`src/rtl/paxi_pkg.sv`:
```
// Shared packed-AXI definitions: burst encodings, access types and the
// legality rule for burst commands.
package paxi_pkg;

  typedef enum logic [1:0] {
    BURST_FIXED = 2'b00,
    BURST_INCR  = 2'b01,
    BURST_WRAP  = 2'b10,
    BURST_RSVD  = 2'b11
  } burst_e;

  localparam logic ATYPE_WRITE = 1'b1;
  localparam logic ATYPE_READ  = 1'b0;

  // WRAP needs a power-of-two beat count of 2..16; the reserved code is never legal.
  function automatic logic burst_illegal(input burst_e burst, input logic [7:0] len);
    logic wrap_len_ok;
    wrap_len_ok = (len == 8'd1) || (len == 8'd3) || (len == 8'd7) || (len == 8'd15);
    return (burst == BURST_RSVD) || ((burst == BURST_WRAP) && !wrap_len_ok);
  endfunction

endpackage

```
`src/rtl/paxi_beat_gen_if.sv`:
```
// Merged address command in, per-beat command out.
interface paxi_beat_gen_if #(parameter int ADDR_WIDTH = 32);
  logic [ADDR_WIDTH-1:0] paxi_aaddr;
  logic [7:0]            paxi_alen;
  logic [2:0]            paxi_asize;
  logic [1:0]            paxi_aburst;
  logic                  paxi_atype;
  logic                  paxi_avalid;
  logic                  paxi_aready;
  logic [ADDR_WIDTH-1:0] beat_addr;
  logic                  beat_type;
  logic [7:0]            beat_idx;
  logic                  beat_last;
  logic                  beat_valid;
  logic                  beat_ready;
  logic                  burst_err;

  modport master (
    output paxi_aaddr, paxi_alen, paxi_asize, paxi_aburst, paxi_atype, paxi_avalid, beat_ready,
    input  paxi_aready, beat_addr, beat_type, beat_idx, beat_last, beat_valid, burst_err
  );

  modport slave (
    input  paxi_aaddr, paxi_alen, paxi_asize, paxi_aburst, paxi_atype, paxi_avalid, beat_ready,
    output paxi_aready, beat_addr, beat_type, beat_idx, beat_last, beat_valid, burst_err
  );
endinterface

```
`src/rtl/paxi_next_addr.sv`:
```
// Combinational next-beat address for FIXED / INCR / WRAP bursts.
// Anything other than FIXED or WRAP advances as INCR.
module paxi_next_addr
  import paxi_pkg::*;
#(
  parameter int ADDR_WIDTH = 32
) (
  input  logic [ADDR_WIDTH-1:0] addr,
  input  logic [2:0]            size,
  input  logic [7:0]            len,
  input  burst_e                burst,
  output logic [ADDR_WIDTH-1:0] next_addr
);

  logic [ADDR_WIDTH-1:0] bytes, inc, tot, mask;

  assign bytes = {{(ADDR_WIDTH-1){1'b0}}, 1'b1} << size;
  assign inc   = addr + bytes;
  assign tot   = bytes * (ADDR_WIDTH'(len) + ADDR_WIDTH'(1));
  assign mask  = tot - ADDR_WIDTH'(1);

  always_comb begin
    next_addr = inc;
    case (burst)
      BURST_FIXED: next_addr = addr;
      BURST_WRAP:  next_addr = (addr & ~mask) | (inc & mask);
      default:     next_addr = inc;
    endcase
  end

endmodule

```
`src/rtl/paxi_beat_gen.sv`:
```
// Expands one merged address command per handshake into len+1 beat commands,
// back to back with no bubble between bursts.
module paxi_beat_gen
  import paxi_pkg::*;
#(
  parameter int ADDR_WIDTH = 32
) (
  input  logic           clk,
  input  logic           rstn,
  paxi_beat_gen_if.slave bus
);

  logic [ADDR_WIDTH-1:0] beat_addr_q, beat_addr_d, next_addr;
  logic [7:0]            beat_idx_q, beat_idx_d, cmd_len_q, cmd_len_d;
  logic [2:0]            cmd_size_q, cmd_size_d;
  burst_e                cmd_burst_q, cmd_burst_d, in_burst;
  logic                  beat_last_q, beat_last_d;
  logic                  beat_type_q, beat_type_d;
  logic                  beat_valid_q, beat_valid_d;
  logic                  burst_err_q, burst_err_d;
  logic                  accept, illegal;

  // A new command may load on the same edge that retires the previous last beat.
  assign bus.paxi_aready = rstn & (~beat_valid_q | (bus.beat_ready & beat_last_q));
  assign accept          = bus.paxi_avalid & bus.paxi_aready;
  assign in_burst        = burst_e'(bus.paxi_aburst);
  assign illegal         = burst_illegal(in_burst, bus.paxi_alen);

  paxi_next_addr #(.ADDR_WIDTH(ADDR_WIDTH)) u_next_addr (
    .addr      (beat_addr_q),
    .size      (cmd_size_q),
    .len       (cmd_len_q),
    .burst     (cmd_burst_q),
    .next_addr (next_addr)
  );

  always_comb begin
    beat_addr_d  = beat_addr_q;
    beat_idx_d   = beat_idx_q;
    beat_last_d  = beat_last_q;
    beat_type_d  = beat_type_q;
    beat_valid_d = beat_valid_q;
    cmd_len_d    = cmd_len_q;
    cmd_size_d   = cmd_size_q;
    cmd_burst_d  = cmd_burst_q;
    burst_err_d  = 1'b0;
    if (accept) begin
      beat_addr_d  = bus.paxi_aaddr;
      beat_idx_d   = 8'd0;
      beat_last_d  = (bus.paxi_alen == 8'd0);
      beat_type_d  = bus.paxi_atype;
      beat_valid_d = 1'b1;
      cmd_len_d    = bus.paxi_alen;
      cmd_size_d   = bus.paxi_asize;
      cmd_burst_d  = illegal ? BURST_INCR : in_burst;
      burst_err_d  = illegal;
    end else if (beat_valid_q && bus.beat_ready) begin
      if (beat_last_q) begin
        beat_valid_d = 1'b0;
      end else begin
        beat_idx_d  = beat_idx_q + 8'd1;
        beat_addr_d = next_addr;
        beat_last_d = ((beat_idx_q + 8'd1) == cmd_len_q);
      end
    end
  end

  always_ff @(posedge clk or negedge rstn) begin
    if (!rstn) begin
      beat_addr_q  <= '0;
      beat_idx_q   <= '0;
      beat_last_q  <= 1'b0;
      beat_type_q  <= 1'b0;
      beat_valid_q <= 1'b0;
      cmd_len_q    <= '0;
      cmd_size_q   <= '0;
      cmd_burst_q  <= BURST_FIXED;
      burst_err_q  <= 1'b0;
    end else begin
      beat_addr_q  <= beat_addr_d;
      beat_idx_q   <= beat_idx_d;
      beat_last_q  <= beat_last_d;
      beat_type_q  <= beat_type_d;
      beat_valid_q <= beat_valid_d;
      cmd_len_q    <= cmd_len_d;
      cmd_size_q   <= cmd_size_d;
      cmd_burst_q  <= cmd_burst_d;
      burst_err_q  <= burst_err_d;
    end
  end

  assign bus.beat_addr  = beat_addr_q;
  assign bus.beat_idx   = beat_idx_q;
  assign bus.beat_last  = beat_last_q;
  assign bus.beat_type  = beat_type_q;
  assign bus.beat_valid = beat_valid_q;
  assign bus.burst_err  = burst_err_q;

endmodule

```
`src/flat_wrapper.sv`:
```
// flat-port wrapper written by rule: the top's interface ports become plain ports
module paxi_beat_gen_flat import paxi_pkg::*;
#(
  parameter int ADDR_WIDTH = 32
)
  (clk, rstn, bus_paxi_aaddr, bus_paxi_alen, bus_paxi_asize, bus_paxi_aburst, bus_paxi_atype, bus_paxi_avalid, bus_beat_ready, bus_paxi_aready, bus_beat_addr, bus_beat_type, bus_beat_idx, bus_beat_last, bus_beat_valid, bus_burst_err);
  paxi_beat_gen_if #(.ADDR_WIDTH(ADDR_WIDTH)) bus_i ();
  input  logic clk;
  input  logic rstn;
  input wire logic [$bits(bus_i.paxi_aaddr)-1:0] bus_paxi_aaddr;
  input wire logic [$bits(bus_i.paxi_alen)-1:0] bus_paxi_alen;
  input wire logic [$bits(bus_i.paxi_asize)-1:0] bus_paxi_asize;
  input wire logic [$bits(bus_i.paxi_aburst)-1:0] bus_paxi_aburst;
  input wire logic [$bits(bus_i.paxi_atype)-1:0] bus_paxi_atype;
  input wire logic [$bits(bus_i.paxi_avalid)-1:0] bus_paxi_avalid;
  input wire logic [$bits(bus_i.beat_ready)-1:0] bus_beat_ready;
  output wire logic [$bits(bus_i.paxi_aready)-1:0] bus_paxi_aready;
  output wire logic [$bits(bus_i.beat_addr)-1:0] bus_beat_addr;
  output wire logic [$bits(bus_i.beat_type)-1:0] bus_beat_type;
  output wire logic [$bits(bus_i.beat_idx)-1:0] bus_beat_idx;
  output wire logic [$bits(bus_i.beat_last)-1:0] bus_beat_last;
  output wire logic [$bits(bus_i.beat_valid)-1:0] bus_beat_valid;
  output wire logic [$bits(bus_i.burst_err)-1:0] bus_burst_err;
  assign bus_i.paxi_aaddr = bus_paxi_aaddr;
  assign bus_i.paxi_alen = bus_paxi_alen;
  assign bus_i.paxi_asize = bus_paxi_asize;
  assign bus_i.paxi_aburst = bus_paxi_aburst;
  assign bus_i.paxi_atype = bus_paxi_atype;
  assign bus_i.paxi_avalid = bus_paxi_avalid;
  assign bus_i.beat_ready = bus_beat_ready;
  assign bus_paxi_aready = bus_i.paxi_aready;
  assign bus_beat_addr = bus_i.beat_addr;
  assign bus_beat_type = bus_i.beat_type;
  assign bus_beat_idx = bus_i.beat_idx;
  assign bus_beat_last = bus_i.beat_last;
  assign bus_beat_valid = bus_i.beat_valid;
  assign bus_burst_err = bus_i.burst_err;
  paxi_beat_gen #(.ADDR_WIDTH(ADDR_WIDTH)) u_core (.clk(clk), .rstn(rstn), .bus(bus_i));
endmodule
```
`config.mk`:
```
export PLATFORM = sky130hd
export DESIGN_NAME = paxi_beat_gen_flat
export DESIGN_NICKNAME = d
export VERILOG_FILES = /design/src/rtl/paxi_pkg.sv /design/src/rtl/paxi_beat_gen_if.sv /design/src/rtl/paxi_next_addr.sv /design/src/rtl/paxi_beat_gen.sv /design/src/flat_wrapper.sv
export SDC_FILE = /design/constraint.sdc
export NUM_CORES = 1
export LEC_CHECK = 0
export ABC_AREA = 1
export CAP_MARGIN = 30
export CORE_ASPECT_RATIO = 1.25
export CORE_MARGIN = 10
export CORE_UTILIZATION = 40
export DETAILED_ROUTE_END_ITERATION = 12
export DONT_BUFFER_PORTS = 1
export GPL_ROUTABILITY_DRIVEN = 0
export SYNTH_ARGS = -nofsm -noshare
export SYNTH_HDL_FRONTEND = slang
export SYNTH_SLANG_ARGS = --single-unit
export TNS_END_PERCENT = 50
```
`constraint.sdc`:
```
create_clock -name clk -period 6.48 [get_ports clk]
set_input_delay 1.296 -clock clk [delete_from_list [all_inputs] [get_ports clk]]
set_output_delay 1.296 -clock clk [all_outputs]
set_load 0.05 [all_outputs]
```
== Yosys cells after proc, flatten, opt, wreduce, memory -nomap -nowiden ==
Index checks and enable logic that the tools add are counted.

* Output and inout bits: 45
* Bits in registers: 57
* Logic and storage cells: 63
* Bits of input ports: 50

* Multiplexer cells: 15
* Reduce and logical (&&, ||, !) cells: 14
* Bitwise logic cells: 9
* Add/subtract/negate cells: 4
* $mul: 1
* Shift operators: 1
* Equal/unequal tests: 10

{| class="wikitable"
|+ Operator list
! kind !! count
|-
| two-way mux 32 bit || 3
|-
| AND 32 bit || 2
|-
| case mux 32 bit (2 select lines) || 1
|-
| adder 32 bit || 1
|-
| multiplier 32 x 9 -> 32 bit || 1
|-
| inverter 32 bit || 1
|-
| bitwise OR 32 bit || 1
|-
| left shift 1 x 3 -> 32 bit (first input constant) || 1
|-
| subtractor 32 x 1 -> 32 bit (second input constant) || 1
|-
| two-way mux 8 bit || 3
|-
| adder 8 x 1 -> 9 bit (second input constant) || 1
|-
| adder 8 x 1 -> 8 bit (second input constant) || 1
|-
| == test 8 x 1 -> 1 bit (second input constant) || 1
|-
| == test 8 x 2 -> 1 bit (second input constant) || 1
|-
| == test 8 x 3 -> 1 bit (second input constant) || 1
|-
| == test 8 x 4 -> 1 bit (second input constant) || 1
|-
| == test 8 bit || 1
|-
| logical NOT 8 bit || 1
|-
| two-way mux 1 bit || 7
|-
| == test 2 bit (second input constant) || 3
|-
| logical OR 1 bit || 4
|-
| AND reduction 2 bit || 2
|-
| nonzero test 2 bit || 2
|-
| AND 1 bit || 3
|-
| 9 further kinds || 10
|}

== Depth between registers and ports, before layout ==
Gate-level depths: netlist (run 1).

* Depth in word-level cells: 10
* Depth in mapped cells: 31
* Gate-level depth less buffers: 31

== Hierarchy ==
Synthesis (run 1) repeated with hierarchy kept, for this count alone.

* Cells, all modules: 1397
* Area total of the unflattened synthesis: 8564.5 µm²

{| class="wikitable"
|+ Modules (own cells, without submodules)
! module !! times used !! area an instance (µm²) !! sequential area each (µm²) !! cells each
|-
| paxi_next_addr || 1 || 5808.1 || 0.0 || 1039
|-
| paxi_beat_gen || 1 || 2756.4 || 1426.4 || 358
|}

== Worst setup path after synthesis (run 1) ==
Ideal clock, no wire load.

* Kind: reg-to-reg
* From: register u_core.cmd_len_q[0]
* To: register (tool-made name)
* Stages on the path, launching flop included: 30
* Period minus slack after synthesis: 5.349 ns
* Library setup time: 0.127 ns
* Slack: 1.131 ns
* Arrival: 5.223 ns
* Required time: 6.353 ns
* Path buffers: 0
* Cells stage by stage: dfrtp_1 -> inv_1 -> nor3_2 -> or2_2 -> nand2_1 -> inv_1 -> nand2_1 -> fa_1 -> inv_1 -> fa_1 -> inv_1 -> fa_1 -> inv_1 -> fa_1 -> inv_1 -> fa_1 -> inv_1 -> ha_1 -> a21oi_1 -> nor2_1 -> nor2_1 -> nand2_1 -> nand2_1 -> nand3_1 -> nand2_1 -> nand2_1 -> nand2_1 -> inv_1 -> nand2_1 -> nand3_1

{| class="wikitable"
|+ RTL lines
! what !! line !! RTL
|-
| start, declared || paxi_beat_gen.sv:14 || <nowiki>logic [7:0] beat_idx_q, beat_idx_d, cmd_len_q, cmd_len_d;</nowiki>
|-
| start signal, assigned || paxi_beat_gen.sv:85 || <nowiki>cmd_len_q <= cmd_len_d;</nowiki>
|}

==> run summary, run 1 <==
Slowest stage delay, CP - 0.55 ns
Max_cap viols - 0
Aggregate global-route resource usage - 0.188
Initial antenna violation count - 0
CTS Buf Count - 9
Proportion of layout cells with a drive suffix above 1 - 0.0402
Area Overhead vs Synth - 8.56%
Top Family by Delay on Critical Path - adder cells
Setup Crit Path Kind - reg2reg
Drt via density - 5.07
Boundary pin count - 95
Seq/Total Area, Yosys - 0.180
Syn avg cell area - 6.31 µm²
Slowest CP cell - fa_1
Worst hold-check path type - reg2reg
Most common cell in the netlist - nand2_1
CP arrival - 6.16 ns
Syn Std Cell Area - 7940 µm²
Async S/R FF share, synth - 1.00
CP dominant cell by count - nand2_1
Root Driver - clkbuf_16
Setup ws final - 0.534 ns
Post-CTS Resized - 0
Max-slew violations - 0
DR vias - 7776
Die H - 178 µm
Fillcell total - 2072
Initial drt markers - 486
First-pass GRT wire length - 39.7 mm
GR Overflow Total - 0
Die X - 146 µm
Commonest cells post-synth - 454 x nand2_1, 226 x inv_1, 114 x nor2_1
Main flop type after synthesis - dfrtp_1
Placed cell area - 8290 µm²
Dpl hpwl - 19.7 mm
Critical Path Start Type - flop
Routed WL - 23.8 mm
RSZ-0062 raised after global routing - no
Final Critical Period - 5.95 ns
Synth Register Bits - 57
Die area - 25900 µm²
Netlist cell types - 42
Worst endpoint required time - 6.69 ns
Placement Rows - 57
Slew HR - 0.427
Nets - 1434
Initial Util - 0.408
Clk_lat worst skew - 0.34 ns
Fin crit share - 0.918
Largest net degree at the start of global routing - 59
Setup Fix Bufs, Post-CTS - 0
Buffers on Ports - 0
Synth area leaders - nand2_1 21%, dfrtp_1 18%, fa_1 12%
Syn nets - 1428
Final Hold Viols - 0
Setup total negative slack - 0 ns
Number of diodes - 0
Status - complete, no violations
Total core area - 19500 µm²
Number of global-route vias before repair - 7953
Worst-path clk slew - 0.06 ns
Yosys top cell by area - nand2_1
Post-cts hold buffer count - 0
Antenna Nets Post-Route - 0
CTS tree - yes
Total of warnings raised by yosys - 0
Fin cells - 1534
Peak Freq - 168 MHz
Slew of the pin with the lowest slew margin - 0.857 ns
Synth top area share - 0.215
Critical path endpoint category - flop
CTS H-tree lvls - 3
EDFF count, synth - 0
Post-route cell area - 8620 µm²
Routed len/inst - 15.5 µm
Clk_skew - 0.0117 ns
Clock sink total - 57
DRC - 0
Post-Synthesis Cells - 1258
CTS Buffer Depth - 2
Crit Path Max Fanout - 7
Place WS - 0.575 ns
Post-Place Cells - 1518
Endpoints failing setup - 0
Drt first pass iters - 5
Bufs and invs on worst path - 5
[through the flow]
stage	hold WS, ns	util
6_report	0.562	0.443
5_1_grt	0.638	0.443
4_1_cts	0.570	0.443
3_5_place_dp	0.554	0.426
3_3_place_gp	0.548	0.426
2_1_floorplan	0.496	-
[routing by layer]
| metal | global-route usage | part of all wire |
|---|---|---|
| met5 | 0 | 0 |
| met4 | 0.0735 | 0.035 |
| met3 | 0.0372 | 0.055 |
| met2 | 0.339 | 0.49 |
| met1 | 0.214 | 0.42 |
[final cells by class]
class / instances / area, µm² / area share
Clock inverter: 7 / 103 / 0.0119
Clock buffer: 9 / 225 / 0.0261
Inverter: 230 / 866 / 0.100
Tap cell: 265 / 332 / 0.0385
Timing Repair Buffer: 12 / 90.1 / 0.0105
Sequential cell: 57 / 1430 / 0.166
Multi-Input combinational cell: 954 / 5580 / 0.647
[layout by cell type, fill, tap and decap left out, types with 9 or more instances in the layout]
master	instances
nand3_1	98
nand2_1	453
fa_1	47
o21ai_0	28
ha_1	73
xor2_1	16
nor3_1	12
dfrtp_1	57
buf_4	12
inv_1	226
a21oi_1	31
nand4_1	23
clkbuf_16	9
nor2_1	114
[tightest hold or removal path: cells and delay by family, from the launching register on]
kind	cells	cell delay [ns]
buffers and inverters	1	0.06
AOI/OAI and AO/OA	1	0.15
DFF	1	0.32
[final timing paths]
path                                            start                endpoint  slack (ns)  depth (start not counted)
worst max-delay path              u_core.cmd_len_q[0]                    flop        0.53                         29
worst min register to register  u_core.cmd_burst_q[1]   u_core.cmd_burst_q[1]        0.56                          2
worst min-delay path            u_core.cmd_burst_q[1]   u_core.cmd_burst_q[1]        0.56                          2
worst max register to register    u_core.cmd_len_q[0]                    flop        0.53                         29
min in group asynchronous                        rstn  u_core.bus.beat_idx[5]        0.65                          0
max in group asynchronous                        rstn               async pin        5.71                          0
[cells by family after synthesis]
| group | share of synthesized area |
|---|---|
| simple gates | 0.384 |
| buf+inv | 0.118 |
| fa+ha+maj | 0.234 |
| compound gates | 0.0575 |
| flops | 0.180 |
| xor+xnor | 0.0243 |
| mux | 0.00252 |
Power of run 1 is left out: the tool's default activity adds up to more than one toggle a clock period on the data nets, which glitch-free logic cannot reach.
==> run 2: changes to the inputs <==
--- a/config.mk
+++ b/config.mk
@@ -8,11 +8,11 @@
 export ABC_AREA = 1
 export CAP_MARGIN = 30
 export CORE_ASPECT_RATIO = 1.25
-export CORE_MARGIN = 10
 export CORE_UTILIZATION = 40
 export DETAILED_ROUTE_END_ITERATION = 12
 export DONT_BUFFER_PORTS = 1
 export GPL_ROUTABILITY_DRIVEN = 0
+export SKIP_LAST_GASP = 1
 export SYNTH_ARGS = -nofsm -noshare
 export SYNTH_HDL_FRONTEND = slang
 export SYNTH_SLANG_ARGS = --single-unit
==> run summary, run 2 (synthesis results as in run 1) <==
Antenna Nets Post-Route - 0 (unchanged)
First-pass GRT wire length - 38.0 mm (-4.2%)
Worst-path clk slew - 0.06 ns (about the same)
Met2 Usage GRT - 0.412 (+0.0729)
CTS H-tree lvls - 3 (unchanged)
Number of diodes - 0 (unchanged)
Slew HR - 0.504 (+0.0777)
Critical path endpoint category - flop
Met1 Use GR - 0.293 (+0.0792)
Drt first pass iters - 5 (unchanged)
Peak Freq - 169 MHz (+0.70%)
Clk_skew - 0.00680 ns (-0.00485 ns)
Root Driver - clkbuf_16
Post-cts hold buffer count - 0 (unchanged)
Placement Rows - 57 (unchanged)
Setup Fix Bufs, Post-CTS - 0 (unchanged)
GR peak layer - met2
Highest-count cells in the layout ignoring fill and taps - 453 x nand2_1, 226 x inv_1, 114 x nor2_1
Post-CTS Resized - 0 (unchanged)
Proportion of layout cells with a drive suffix above 1 - 0.0394 (-0.000757)
Die X - 128 µm (-12%)
Fillcell total - 2102 (+1.4%)
DR vias - 7731 (-0.58%)
Top Family by Delay on Critical Path - adder cells
Area Overhead vs Synth - 8.24%
Final Critical Period - 5.90 ns (-0.0412 ns)
CTS Buffer Depth - 2 (unchanged)
CTS Buf Count - 9 (unchanged)
Worst endpoint required time - 6.70 ns (about the same)
Bufs and invs on worst path - 8 (+3)
Final Hold Viols - 0 (unchanged)
RSZ-0062 raised after global routing - no
Worst hold-check path type - reg2reg
Slowest stage delay, CP - 0.53 ns (-0.02 ns)
Slew of the pin with the lowest slew margin - 0.743 ns (-0.114 ns)
Fin crit share - 0.911 (-0.00636)
Die area - 20400 µm² (-21%)
Grt met3 use - 0.0282 (-0.00897)
Buffers on Ports - 0 (unchanged)
Setup Crit Path Kind - reg2reg
Aggregate global-route resource usage - 0.238 (+0.0503)
Die H - 160 µm (-10%)
Routed WL - 23.1 mm (-2.9%)
Dpl hpwl - 18.8 mm (-4.5%)
Clock sink total - 57 (unchanged)
DRC - 0 (unchanged)
CP arrival - 6.12 ns (-0.04 ns)
Setup total negative slack - 0 ns (unchanged)
Commonest non-fill, non-tap cell in the layout - nand2_1
Max-slew violations - 0 (unchanged)
Status - complete, no violations
Hold WS - 0.564 ns (+0.00154 ns)
Initial antenna violation count - 0 (unchanged)
Critical Path Start Type - flop
Largest net degree at the start of global routing - 59 (unchanged)
Number of global-route vias before repair - 7605 (-4.4%)
Total core area - 19500 µm² (unchanged)
Endpoints failing setup - 0 (unchanged)
Slowest CP cell - fa_1
GR Overflow Total - 0 (unchanged)
CTS tree - yes
Crit Path Max Fanout - 7 (unchanged)
Routed len/inst - 15.1 µm (-2.8%)
Nets - 1433 (-0.070%)
Initial drt markers - 415 (-15%)
Clk_lat worst skew - 0.34 ns (about the same)
Boundary pin count - 95 (unchanged)
Max_cap viols - 0 (unchanged)
Drt via density - 5.04 (-0.51%)
Initial Util - 0.408 (unchanged)
run 2: cell count changes in the layout (fill, tap and decap cells not counted):
cell	change
buf_4	-1
clkinvlp_4	-1
inv_6	+2
bufinv_16	-1
clkinv_4	-1
inv_8	+1
run 2: final cells by class:
cell class / count / area, µm² / share of cell area
Sequential cell: 57 / 1430 / 0.166
Multi-Input combinational cell: 954 / 5580 / 0.649
Tap cell: 265 / 332 / 0.0386
Clock inverter: 7 / 85.1 / 0.00990
Inverter: 230 / 866 / 0.101
Timing Repair Buffer: 11 / 82.6 / 0.00961
Clock buffer: 9 / 225 / 0.0262
run 2: worst min-delay path: cells and delay by family (launching register included):
kind	cells	cell delay (ns)
AOI/OAI and AO/OA	1	0.15
buffers and inverters	1	0.06
DFF	1	0.32
run 2: path summary, 6_finish.rpt:
path                                          to             startpoint  slack [ns]  cells after the start
setup / recovery                            flop    u_core.cmd_len_q[0]        0.58                     29
hold / removal             u_core.cmd_burst_q[1]  u_core.cmd_burst_q[1]        0.56                      2
setup reg to reg                            flop    u_core.cmd_len_q[0]        0.58                     29
hold reg to reg            u_core.cmd_burst_q[1]  u_core.cmd_burst_q[1]        0.56                      2
max in group asynchronous              async pin                   rstn        5.72                      0
min in group asynchronous    u_core.cmd_len_q[4]                   rstn        0.64                      0
run 2: metrics by stage:
step | setup slack, ns | std cells | instance area (µm²) | util
floorplan | 1.13 | 1258 | 7940 | -
global placement | 0.737 | 1517 | 8280 | 0.425
detailed placement | 0.576 | 1517 | 8280 | 0.425
CTS | 0.555 | 1533 | 8590 | 0.441
global route | 0.0319 | 1533 | 8590 | 0.441
finish | 0.576 | 1533 | 8590 | 0.441
run 2: layer usage:
layer / part of all wire / vias to the layer above
met3: 0.043 / 51
li1: - / 3912
met5: 0 / -
met1: 0.43 / 3575
met2: 0.49 / 193
met4: 0.038 / 0
Power of run 2 is left out for the same reason.
==> run 3: changes to the inputs <==
--- a/config.mk
+++ b/config.mk
@@ -8,6 +8,7 @@
 export ABC_AREA = 1
 export CAP_MARGIN = 30
 export CORE_ASPECT_RATIO = 1.25
+export CORE_MARGIN = 2
 export CORE_UTILIZATION = 40
 export DETAILED_ROUTE_END_ITERATION = 12
 export DONT_BUFFER_PORTS = 1
==> run summary, run 3 (synthesis results as in run 1) <==
Status - complete, no violations
Final Hold Viols - 0 (unchanged)
Total core area - 19500 µm² (unchanged)
Place WS - 0.588 ns (+0.0119 ns)
Die X - 130 µm (+1.6%)
Routed WL - 23.5 mm (+1.6%)
Slowest stage delay, CP - 0.53 ns (about the same)
DRC - 0 (unchanged)
Slew of the pin with the lowest slew margin - 0.747 ns (+0.00385 ns)
Area Overhead vs Synth - 8.70%
Buffers on Ports - 0 (unchanged)
Worst-path clk slew - 0.06 ns (about the same)
CP arrival - 6.14 ns (+0.02 ns)
Fin crit share - 0.914 (+0.00313)
Antenna Nets Post-Route - 0 (unchanged)
CTS Buf Count - 9 (unchanged)
Die H - 162 µm (+1.3%)
Fillcell total - 2074 (-1.3%)
Endpoints failing setup - 0 (unchanged)
Proportion of layout cells with a drive suffix above 1 - 0.0417 (+0.00230)
CTS H-tree lvls - 3 (unchanged)
Slew HR - 0.502 (-0.00256)
Post-Route M1 WL - 9.70 mm (-2.6%)
Dpl hpwl - 19.1 mm (+1.2%)
First-pass GRT wire length - 39.2 mm (+3.2%)
Highest-count cells in the layout ignoring fill and taps - 453 x nand2_1, 226 x inv_1, 113 x nor2_1
Setup ws final - 0.555 ns (-0.0203 ns)
Met2 WL - 11.8 mm (+4.4%)
Initial antenna violation count - 0 (unchanged)
Post-CTS Resized - 0 (unchanged)
Boundary pin count - 95 (unchanged)
Placement Rows - 57 (unchanged)
Worst endpoint required time - 6.69 ns (about the same)
Post-cts hold buffer count - 0 (unchanged)
Die area - 21000 µm² (+2.8%)
Initial Util - 0.408 (unchanged)
Root Driver - clkbuf_16
Clk_lat worst skew - 0.34 ns (about the same)
Number of global-route vias before repair - 8033 (+5.6%)
Clk_skew - 0.00847 ns (+0.00166 ns)
Critical Path Start Type - flop
Routed len/inst - 15.3 µm (+1.5%)
CTS Buffer Depth - 2 (unchanged)
CTS tree - yes
Setup total negative slack - 0 ns (unchanged)
Setup Crit Path Kind - reg2reg
Worst hold-check path type - reg2reg
Crit Path Max Fanout - 7 (unchanged)
Drt via density - 5.14 (+2.0%)
Max_cap viols - 0 (unchanged)
DR WL met3 - 1.32 mm (+33%)
RSZ-0062 raised after global routing - no
Largest net degree at the start of global routing - 59 (unchanged)
Drt first pass iters - 5 (unchanged)
Commonest non-fill, non-tap cell in the layout - nand2_1
Setup Fix Bufs, Post-CTS - 0 (unchanged)
Initial drt markers - 440 (+6.0%)
Clock sink total - 57 (unchanged)
GR Overflow Total - 0 (unchanged)
Critical path endpoint category - flop
Nets - 1435 (+0.14%)
Peak Freq - 169 MHz (-0.34%)
Slowest CP cell - fa_1
DR vias - 7896 (+2.1%)
Final Critical Period - 5.92 ns (+0.0203 ns)
DR top layer - met4
Number of diodes - 0 (unchanged)
Max-slew violations - 0 (unchanged)
Aggregate global-route resource usage - 0.235 (-0.00261)
[run 3: final timing paths]
check / from / end / slack (ns) / cells after the start
max: u_core.cmd_len_q[0] / flop / 0.56 / 29
min: u_core.cmd_burst_q[1] / u_core.cmd_burst_q[1] / 0.57 / 2
max reg2reg: u_core.cmd_len_q[0] / flop / 0.56 / 29
min reg2reg: u_core.cmd_burst_q[1] / u_core.cmd_burst_q[1] / 0.57 / 2
max in group asynchronous: rstn / async pin / 5.71 / 0
min in group asynchronous: rstn / u_core.bus.beat_idx[4] / 0.65 / 0
[run 3: through the flow]
stage          area (µm²)  hold WS [ns]  instances   util
2_1_floorplan        7940         0.496       1258      -
3_3_place_gp         8300         0.551       1519  0.426
3_5_place_dp         8300         0.562       1519  0.426
4_1_cts              8630         0.574       1535  0.443
5_1_grt              8630         0.628       1535  0.443
6_report             8630         0.570       1535  0.443
[run 3: layout make-up]
type | count | area (µm²) | share of cell area
clock buffer | 9 | 225 | 0.0261
sequential | 57 | 1430 | 0.165
timing repair buffer | 13 | 97.6 | 0.0113
inverter | 230 | 866 | 0.100
multi-input combinational | 954 | 5580 | 0.647
tap | 265 | 332 | 0.0384
clock inverter | 7 | 104 | 0.0120
[run 3: worst max-delay path: cells and delay by family, from the launching register on]
family                     cells  cell delay [ns]
adders and majority gates      6             2.89
AOI/OAI and AO/OA              1             0.23
buffers and inverters          8             0.72
DFF                            1             0.47
and+or+nand+nor               14             1.50
[run 3: per-layer routing]
layer,up-vias,GRT usage
li1,3912,-
met1,3707,0.287
met2,233,0.416
met3,44,0.0378
met4,0,0.0826
met5,-,0
Power of run 3 is left out for the same reason.
